[src/rtl/alu_pkg.sv]
// Shared definitions for the ALU command queue: selector codes, legality check
// and issue FSM state encoding.
package alu_pkg;

    localparam logic [2:0] SEL_ADD = 3'b000;
    localparam logic [2:0] SEL_AND = 3'b001;
    localparam logic [2:0] SEL_OR  = 3'b010;
    localparam logic [2:0] SEL_MUL = 3'b011;
    localparam logic [2:0] SEL_SUB = 3'b100;
    localparam logic [2:0] SEL_TER = 3'b101;

    typedef enum logic [1:0] {
        IDLE = 2'd0,
        EXEC = 2'd1,
        WAIT = 2'd2
    } state_t;

    // Codes above SEL_TER (110/111) have no ALU operation behind them.
    function automatic logic sel_legal(input logic [2:0] sel);
        return sel <= SEL_TER;
    endfunction

endpackage

[src/rtl/alu_cmd_queue_if.sv]
// Command, ALU and result handshake signals of the ALU command queue.
interface alu_cmd_queue_if #(
    parameter int unsigned W = 32
);
    logic         cmd_valid;
    logic         cmd_ready;
    logic [2:0]   cmd_sel;
    logic [W-1:0] cmd_a;
    logic [W-1:0] cmd_b;

    logic [W-1:0] alu_a;
    logic [W-1:0] alu_b;
    logic [2:0]   alu_sel;
    logic [W-1:0] alu_r;
    logic         alu_zf;

    logic         res_valid;
    logic         res_ready;
    logic [W-1:0] res_r;
    logic         res_zf;
    logic [2:0]   res_sel;
    logic         res_err;

    // Producer/consumer and ALU side.
    modport master (
        output cmd_valid, cmd_sel, cmd_a, cmd_b, res_ready, alu_r, alu_zf,
        input  cmd_ready, alu_a, alu_b, alu_sel, res_valid, res_r, res_zf, res_sel, res_err
    );

    // Queue side.
    modport slave (
        input  cmd_valid, cmd_sel, cmd_a, cmd_b, res_ready, alu_r, alu_zf,
        output cmd_ready, alu_a, alu_b, alu_sel, res_valid, res_r, res_zf, res_sel, res_err
    );
endinterface

[src/rtl/alu_cmd_fifo.sv]
// Synchronous command FIFO; head entry is visible on rdata whenever not empty.
module alu_cmd_fifo #(
    parameter int unsigned DEPTH = 4,
    parameter int unsigned DW    = 67
) (
    input  logic                   clk,
    input  logic                   rst,
    input  logic                   push,
    input  logic                   pop,
    input  logic [DW-1:0]          wdata,
    output logic [DW-1:0]          rdata,
    output logic                   full,
    output logic                   empty,
    output logic [$clog2(DEPTH):0] count
);
    localparam int unsigned AW = $clog2(DEPTH);
    localparam int unsigned CW = AW + 1;

    logic [DW-1:0] mem [DEPTH];
    logic [AW-1:0] wr_ptr;
    logic [AW-1:0] rd_ptr;
    logic          do_push;
    logic          do_pop;

    assign do_push = push && !full;
    assign do_pop  = pop && !empty;
    assign full    = (count == CW'(DEPTH));
    assign empty   = (count == '0);
    assign rdata   = mem[rd_ptr];

    // Pointers wrap naturally because DEPTH is a power of two.
    always_ff @(posedge clk or posedge rst) begin
        if (rst) begin
            wr_ptr <= '0;
            rd_ptr <= '0;
            count  <= '0;
        end else begin
            if (do_push) wr_ptr <= wr_ptr + AW'(1);
            if (do_pop)  rd_ptr <= rd_ptr + AW'(1);
            case ({do_push, do_pop})
                2'b10:   count <= count + CW'(1);
                2'b01:   count <= count - CW'(1);
                default: count <= count;
            endcase
        end
    end

    always_ff @(posedge clk) begin
        if (do_push) mem[wr_ptr] <= wdata;
    end

endmodule

[src/rtl/alu_cmd_queue.sv]
// Issue stage for the combinational ALU: buffers commands, issues one at a time,
// captures the result and returns it in order over a valid/ready handshake.
module alu_cmd_queue
    import alu_pkg::*;
#(
    parameter int unsigned DEPTH = 4,
    parameter int unsigned W     = 32
) (
    input logic            clk,
    input logic            rst,
    alu_cmd_queue_if.slave bus
);
    localparam int unsigned DW = 3 + 2 * W;
    localparam int unsigned CW = $clog2(DEPTH) + 1;

    state_t        state;
    logic [DW-1:0] head;
    logic [2:0]    head_sel;
    logic [W-1:0]  head_a;
    logic [W-1:0]  head_b;
    logic          fifo_full;
    logic          fifo_empty;
    logic [CW-1:0] fifo_count;
    logic          pop_c;
    logic          legal_c;

    assign {head_sel, head_a, head_b} = head;
    assign bus.cmd_ready = !fifo_full;
    assign legal_c       = sel_legal(bus.alu_sel);

    // Pop from IDLE, or in WAIT on the same edge the result is handed off.
    assign pop_c = !fifo_empty && ((state == IDLE) || ((state == WAIT) && bus.res_ready));

    alu_cmd_fifo #(
        .DEPTH(DEPTH),
        .DW   (DW)
    ) u_fifo (
        .clk  (clk),
        .rst  (rst),
        .push (bus.cmd_valid),
        .pop  (pop_c),
        .wdata({bus.cmd_sel, bus.cmd_a, bus.cmd_b}),
        .rdata(head),
        .full (fifo_full),
        .empty(fifo_empty),
        .count(fifo_count)
    );

    always_ff @(posedge clk or posedge rst) begin
        if (rst) begin
            state         <= IDLE;
            bus.alu_a     <= '0;
            bus.alu_b     <= '0;
            bus.alu_sel   <= '0;
            bus.res_valid <= 1'b0;
            bus.res_r     <= '0;
            bus.res_zf    <= 1'b0;
            bus.res_sel   <= '0;
            bus.res_err   <= 1'b0;
        end else begin
            case (state)
                IDLE: begin
                    if (pop_c) begin
                        bus.alu_a   <= head_a;
                        bus.alu_b   <= head_b;
                        bus.alu_sel <= head_sel;
                        state       <= EXEC;
                    end
                end
                EXEC: begin
                    // Illegal selectors still flow through but report zeros with err set.
                    bus.res_r     <= legal_c ? bus.alu_r : '0;
                    bus.res_zf    <= legal_c && bus.alu_zf;
                    bus.res_sel   <= bus.alu_sel;
                    bus.res_err   <= !legal_c;
                    bus.res_valid <= 1'b1;
                    state         <= WAIT;
                end
                WAIT: begin
                    if (bus.res_ready) begin
                        bus.res_valid <= 1'b0;
                        if (pop_c) begin
                            bus.alu_a   <= head_a;
                            bus.alu_b   <= head_b;
                            bus.alu_sel <= head_sel;
                            state       <= EXEC;
                        end else begin
                            state <= IDLE;
                        end
                    end
                end
                default: state <= IDLE;
            endcase
        end
    end

    a_full_count: assert property (@(posedge clk) disable iff (rst)
        fifo_full == (fifo_count == CW'(DEPTH)));

endmodule
[src/flat_wrapper.sv]
// flat-port wrapper written by rule: the top's interface ports become plain ports
module alu_cmd_queue_flat import alu_pkg::*;
#(
    parameter int unsigned DEPTH = 4,
    parameter int unsigned W     = 32
)
  (clk, rst, bus_cmd_valid, bus_cmd_sel, bus_cmd_a, bus_cmd_b, bus_res_ready, bus_alu_r, bus_alu_zf, bus_cmd_ready, bus_alu_a, bus_alu_b, bus_alu_sel, bus_res_valid, bus_res_r, bus_res_zf, bus_res_sel, bus_res_err);
  alu_cmd_queue_if #(.W(W)) bus_i ();
  input logic clk;
  input logic rst;
  input wire logic [$bits(bus_i.cmd_valid)-1:0] bus_cmd_valid;
  input wire logic [$bits(bus_i.cmd_sel)-1:0] bus_cmd_sel;
  input wire logic [$bits(bus_i.cmd_a)-1:0] bus_cmd_a;
  input wire logic [$bits(bus_i.cmd_b)-1:0] bus_cmd_b;
  input wire logic [$bits(bus_i.res_ready)-1:0] bus_res_ready;
  input wire logic [$bits(bus_i.alu_r)-1:0] bus_alu_r;
  input wire logic [$bits(bus_i.alu_zf)-1:0] bus_alu_zf;
  output wire logic [$bits(bus_i.cmd_ready)-1:0] bus_cmd_ready;
  output wire logic [$bits(bus_i.alu_a)-1:0] bus_alu_a;
  output wire logic [$bits(bus_i.alu_b)-1:0] bus_alu_b;
  output wire logic [$bits(bus_i.alu_sel)-1:0] bus_alu_sel;
  output wire logic [$bits(bus_i.res_valid)-1:0] bus_res_valid;
  output wire logic [$bits(bus_i.res_r)-1:0] bus_res_r;
  output wire logic [$bits(bus_i.res_zf)-1:0] bus_res_zf;
  output wire logic [$bits(bus_i.res_sel)-1:0] bus_res_sel;
  output wire logic [$bits(bus_i.res_err)-1:0] bus_res_err;
  assign bus_i.cmd_valid = bus_cmd_valid;
  assign bus_i.cmd_sel = bus_cmd_sel;
  assign bus_i.cmd_a = bus_cmd_a;
  assign bus_i.cmd_b = bus_cmd_b;
  assign bus_i.res_ready = bus_res_ready;
  assign bus_i.alu_r = bus_alu_r;
  assign bus_i.alu_zf = bus_alu_zf;
  assign bus_cmd_ready = bus_i.cmd_ready;
  assign bus_alu_a = bus_i.alu_a;
  assign bus_alu_b = bus_i.alu_b;
  assign bus_alu_sel = bus_i.alu_sel;
  assign bus_res_valid = bus_i.res_valid;
  assign bus_res_r = bus_i.res_r;
  assign bus_res_zf = bus_i.res_zf;
  assign bus_res_sel = bus_i.res_sel;
  assign bus_res_err = bus_i.res_err;
  alu_cmd_queue #(.DEPTH(DEPTH), .W(W)) u_core (.clk(clk), .rst(rst), .bus(bus_i));
endmodule
[config.mk]
export PLATFORM = sky130hd
export DESIGN_NAME = alu_cmd_queue_flat
export DESIGN_NICKNAME = d
export VERILOG_FILES = /design/src/rtl/alu_pkg.sv /design/src/rtl/alu_cmd_queue_if.sv /design/src/rtl/alu_cmd_fifo.sv /design/src/rtl/alu_cmd_queue.sv /design/src/flat_wrapper.sv
export SDC_FILE = /design/constraint.sdc
export NUM_CORES = 1
export LEC_CHECK = 0
export BUFFER_PORTS_ARGS = -buffer_cell sky130_fd_sc_hd__buf_2
export CORE_ASPECT_RATIO = 1.1
export CORE_MARGIN = 2
export CORE_UTILIZATION = 50
export CTS_CLUSTER_SIZE = 25
export DETAILED_ROUTE_END_ITERATION = 8
export HOLD_SLACK_MARGIN = 0.15
export PLACE_DENSITY = 0.71
export SYNTH_ARGS = -nofsm -noshare
export SYNTH_HDL_FRONTEND = slang
export SYNTH_HIERARCHICAL = 1
export SYNTH_SLANG_ARGS = --single-unit
[constraint.sdc]
create_clock -name clk -period 11.22 [get_ports clk]
set_input_delay 2.244 -clock clk [delete_from_list [all_inputs] [get_ports clk]]
set_output_delay 2.244 -clock clk [all_outputs]
set_load 0.05 [all_outputs]
==> summary.txt <==
Clocking
  – CTS root buf: clkbuf_16
  – Setup fix buffers added after clock tree synthesis: 0
  – H-tree Lvls: 2
  – Post-cts repair resize count: 0
  – Post-CTS Hold Buffers: 0
  – Clock buffer count from CTS: 38
  – Maximum number of buffers from clock root to sink: 3
  – Clock slew seen by the registers of the worst setup and hold paths: 0.06 ns
  – Clock sink total: 382
  – CTS tree: done
  – Clock latency on the worst-skew pair: 0.51 ns

Timing
  – Period utilization: 34.86%
  – Normalized max-slew margin: 26.80%
  – Pins Over Slew Limit: 0
  – Max Clock Freq: 255.7 MHz
  – Accumulated negative setup slack: 0 ns
  – Hold violation total from the final report: 0
  – Post-Route Hold Slack: 0.4732 ns
  – Worst Max-Slew Pin Slew: 1.098 ns
  – Final setup viols: 0
  – Final critical-path required period: 3.911 ns
  – Setup repair after global routing missed its margin: no
  – Post-route clock skew: 0.01442 ns
  – Least setup slack across all paths after layout: 7.309 ns

Worst setup path
  – Setup crit start kind: flip-flop
  – Standard cell with the maximum stage delay on the critical path: dfrtp_1
  – Critical path's largest stage delay: 0.43 ns
  – Critical path endpoint category: output port
  – Critical path arrival: 1.67 ns
  – Largest fanout on the critical path: 5
  – Critical-path cell list: nor3b_1 > inv_1 > buf_2
  – Setup Crit Path Kind: reg2out
  – Endpoint required time on the critical path: 8.98 ns

Layout
  – FF/Latch Area: 10,910 µm²
  – Layout cell share with drive strength beyond 1: 44.72%
  – Layout-stage area growth over the synthesis result: 17.73%
  – Highest-count cells in the layout ignoring fill and taps: 268 x edfxtp_1, 209 x buf_2, 112 x dfrtp_1, 67 x mux4_2, 52 x mux2_2
  – Fillcell total: 2,051
  – Utilization of the core after routing: 59.56%
  – Post-layout nets: 962
  – Most common cell after layout, fill and taps aside: edfxtp_1
  – Area of combinational cells with multiple inputs: 2892 µm²

GRT
  – Wire length of the first global-routing pass: 39,590 µm
  – Vias in the first global route: 6,999
  – Maximum number of pins on one net before global-route repair: 81
  – Number of antenna violations at the first check in global routing: 3
  – Global route total overflow: 0
  – Total GRT Usage: 17.64%

Yosys
  – Post-Synthesis Cell Area: 14,020 µm²
  – Avg Inst Size Synth: 22.32 µm²
  – Multiplexer fraction of the synthesized cell area: 16.54%
  – Count of different cell masters after synthesis: 29
  – Count of state elements after synthesis: 382
  – Number of warnings reported in the yosys synthesis log: 6
  – Async set-reset flop share out of synthesis: 29.84%
  – Combinational family with the most area after synthesis: multiplexers
  – Compound-Gate Fraction of Synth Area: 2.330%
  – Post-synthesis sequential area ratio: 77.76%
  – Simple-gate area share of the yosys netlist: 0.6783%
  – Number of flops mapped to enable cells by yosys: 268
  – Predominant post-synthesis flop cell: edfxtp_1
  – Post-Synth XOR/XNOR Area: 0.3749%
  – Number of instances in the synthesized netlist: 628
  – Area share of fa/ha/maj cells after synthesis: 0.5891%
  – Net Count, Synth: 738

Floorplanning
  – Die Span X: 163.7 µm
  – Area of the die: 29,390 µm²
  – Core Box Area: 27,710 µm²
  – Rows: 64
  – Initial standard-cell utilization of the core: 50.60%
  – Io pins: 210
  – Vertical die dimension: 179.6 µm

Placement
  – Routability congestion estimate: 0.6808
  – Sum of net half-perimeters after detailed placement: 14,780 µm
  – Worst setup timing slack at the placement stage: 7.015 ns
  – Port Buf Inserts: 209

Pwr
  – Overall power of the completed layout: 5.256 mW
  – Worst ir drop on vdd: 0.1677 mV
  – Pwr per Cell Area: 318.5 nW/µm²
  – Cell leakage power: 6.239 nW

Route
  – DRC violation count after routing: 0
  – Violation count after the first detailed-route iteration: 463
  – Via Count: 6,660
  – Overall routed net length: 25,480 µm
  – Via/cell ratio: 5.349
  – Average wire length per cell after detail routing: 20.47 µm
  – Post-route ant nets: 0
  – Detailed-routing iteration count for the pre-antenna-repair pass: 4

Worst hold path
  – Hold WC Path Type: reg2reg

Flow run
  – Max Cap Violations: 0

Run status
  – Result of the run: complete, no violations
[power breakdown]
| part | switching, mW | total (mW) | leakage [nW] | internal [mW] |
|---|---|---|---|---|
| combinational | 1.23 | 1.93 | 1.87 | 0.703 |
| clock | 0.488 | 1.14 | 0.554 | 0.647 |
| sequential | 0.239 | 2.19 | 3.82 | 1.95 |
[flip-flops by register name, indices dropped and copies added, names as in the netlist]
register,flops
u_core/bus.res_zf,1
u_core/u_fifo/count,3
u_core/u_fifo/rd_ptr,2
u_core/state,2
u_core/bus.alu_sel,3
u_core/bus.res_r,32
u_core/bus.alu_a,32
u_core/u_fifo/mem,268
u_core/bus.res_sel,3
u_core/bus.alu_b,32
u_core/bus.res_valid,1
u_core/u_fifo/wr_ptr,2
u_core/bus.res_err,1
[area by class of cell]
type	count	share of cell area [%]
Antenna cell	1	0.01516
Clock buffer	51	6.247
Clock inverter	18	0.5610
Inverter	10	0.2426
Multi-Input combinational cell	206	17.52
Sequential cell	382	66.10
Tap cell	363	2.752
Timing Repair Buffer	214	6.566
[cell families after synthesis]
family / after synthesis
and+or+nand+nor: 16
AOI/OAI and AO/OA: 39
xor gates and xnor gates: 6
DFF: 382
buffers and inverters: 40
adders and majority gates: 6
muxes: 139
[cell usage after synthesis, types with 3 or more instances]
| library cell | count | area share (%) |
|---|---|---|
| edfxtp_1 | 268 | 57 |
| dfrtp_1 | 114 | 20 |
| mux4_2 | 67 | 11 |
| mux2_2 | 52 | 4.2 |
| a22o_1 | 33 | 2.1 |
| mux2_1 | 19 | 1.5 |
| buf_2 | 15 | 0.54 |
| inv_1 | 10 | 0.27 |
| buf_4 | 5 | 0.27 |
| clkbuf_1 | 5 | 0.13 |
| ha_1 | 5 | 0.45 |
| and2_1 | 4 | 0.18 |
| nand2_1 | 4 | 0.11 |
| buf_6 | 3 | 0.24 |
| xnor2_1 | 3 | 0.19 |
| xor2_1 | 3 | 0.19 |
[final timing paths]
check                      slack, ns                            endpoint                           startpoint  cells after the start
setup / recovery                7.31                       bus_cmd_ready   u_core/u_fifo/count[0]$_DFFE_PP0P_                      3
hold / removal                  0.47      u_core/bus.res_err$_DFFE_PP0P_       u_core/bus.res_err$_DFFE_PP0P_                      2
setup reg to reg                8.57     u_core/bus.alu_b[6]$_DFFE_PP0P_  u_core/u_fifo/rd_ptr[0]$_DFFE_PP0P_                      3
hold reg to reg                 0.47      u_core/bus.res_err$_DFFE_PP0P_       u_core/bus.res_err$_DFFE_PP0P_                      2
max in group asynchronous       8.06     u_core/bus.alu_a[2]$_DFFE_PP0P_                                  rst                      3
min in group asynchronous       1.72  u_core/u_fifo/count[2]$_DFFE_PP0P_                                  rst                      2
[routing by layer]
metal,vias to the layer above,track usage [%],part of all wire (%)
met5,-,0,0.11
met4,4,4.596,1.9
met3,44,3.876,5.8
met2,209,30.64,51
met1,3442,22.57,41
li1,2961,-,-
[worst max-delay path: cells and delay by family, from the launching register on]
kind | cells | cell delay (ns)
buffers and inverters | 2 | 0.35
DFF | 1 | 0.43
and+or+nand+nor | 1 | 0.40
[metrics by stage]
stage	cells	instance area [µm²]
after CTS	1244	16500
after global routing	1244	16500
after floorplan	628	14020
after detailed placement	1175	15380
final	1245	16500
after global placement	1175	15380
No activity file was read; power rests on OpenSTA's default activity.
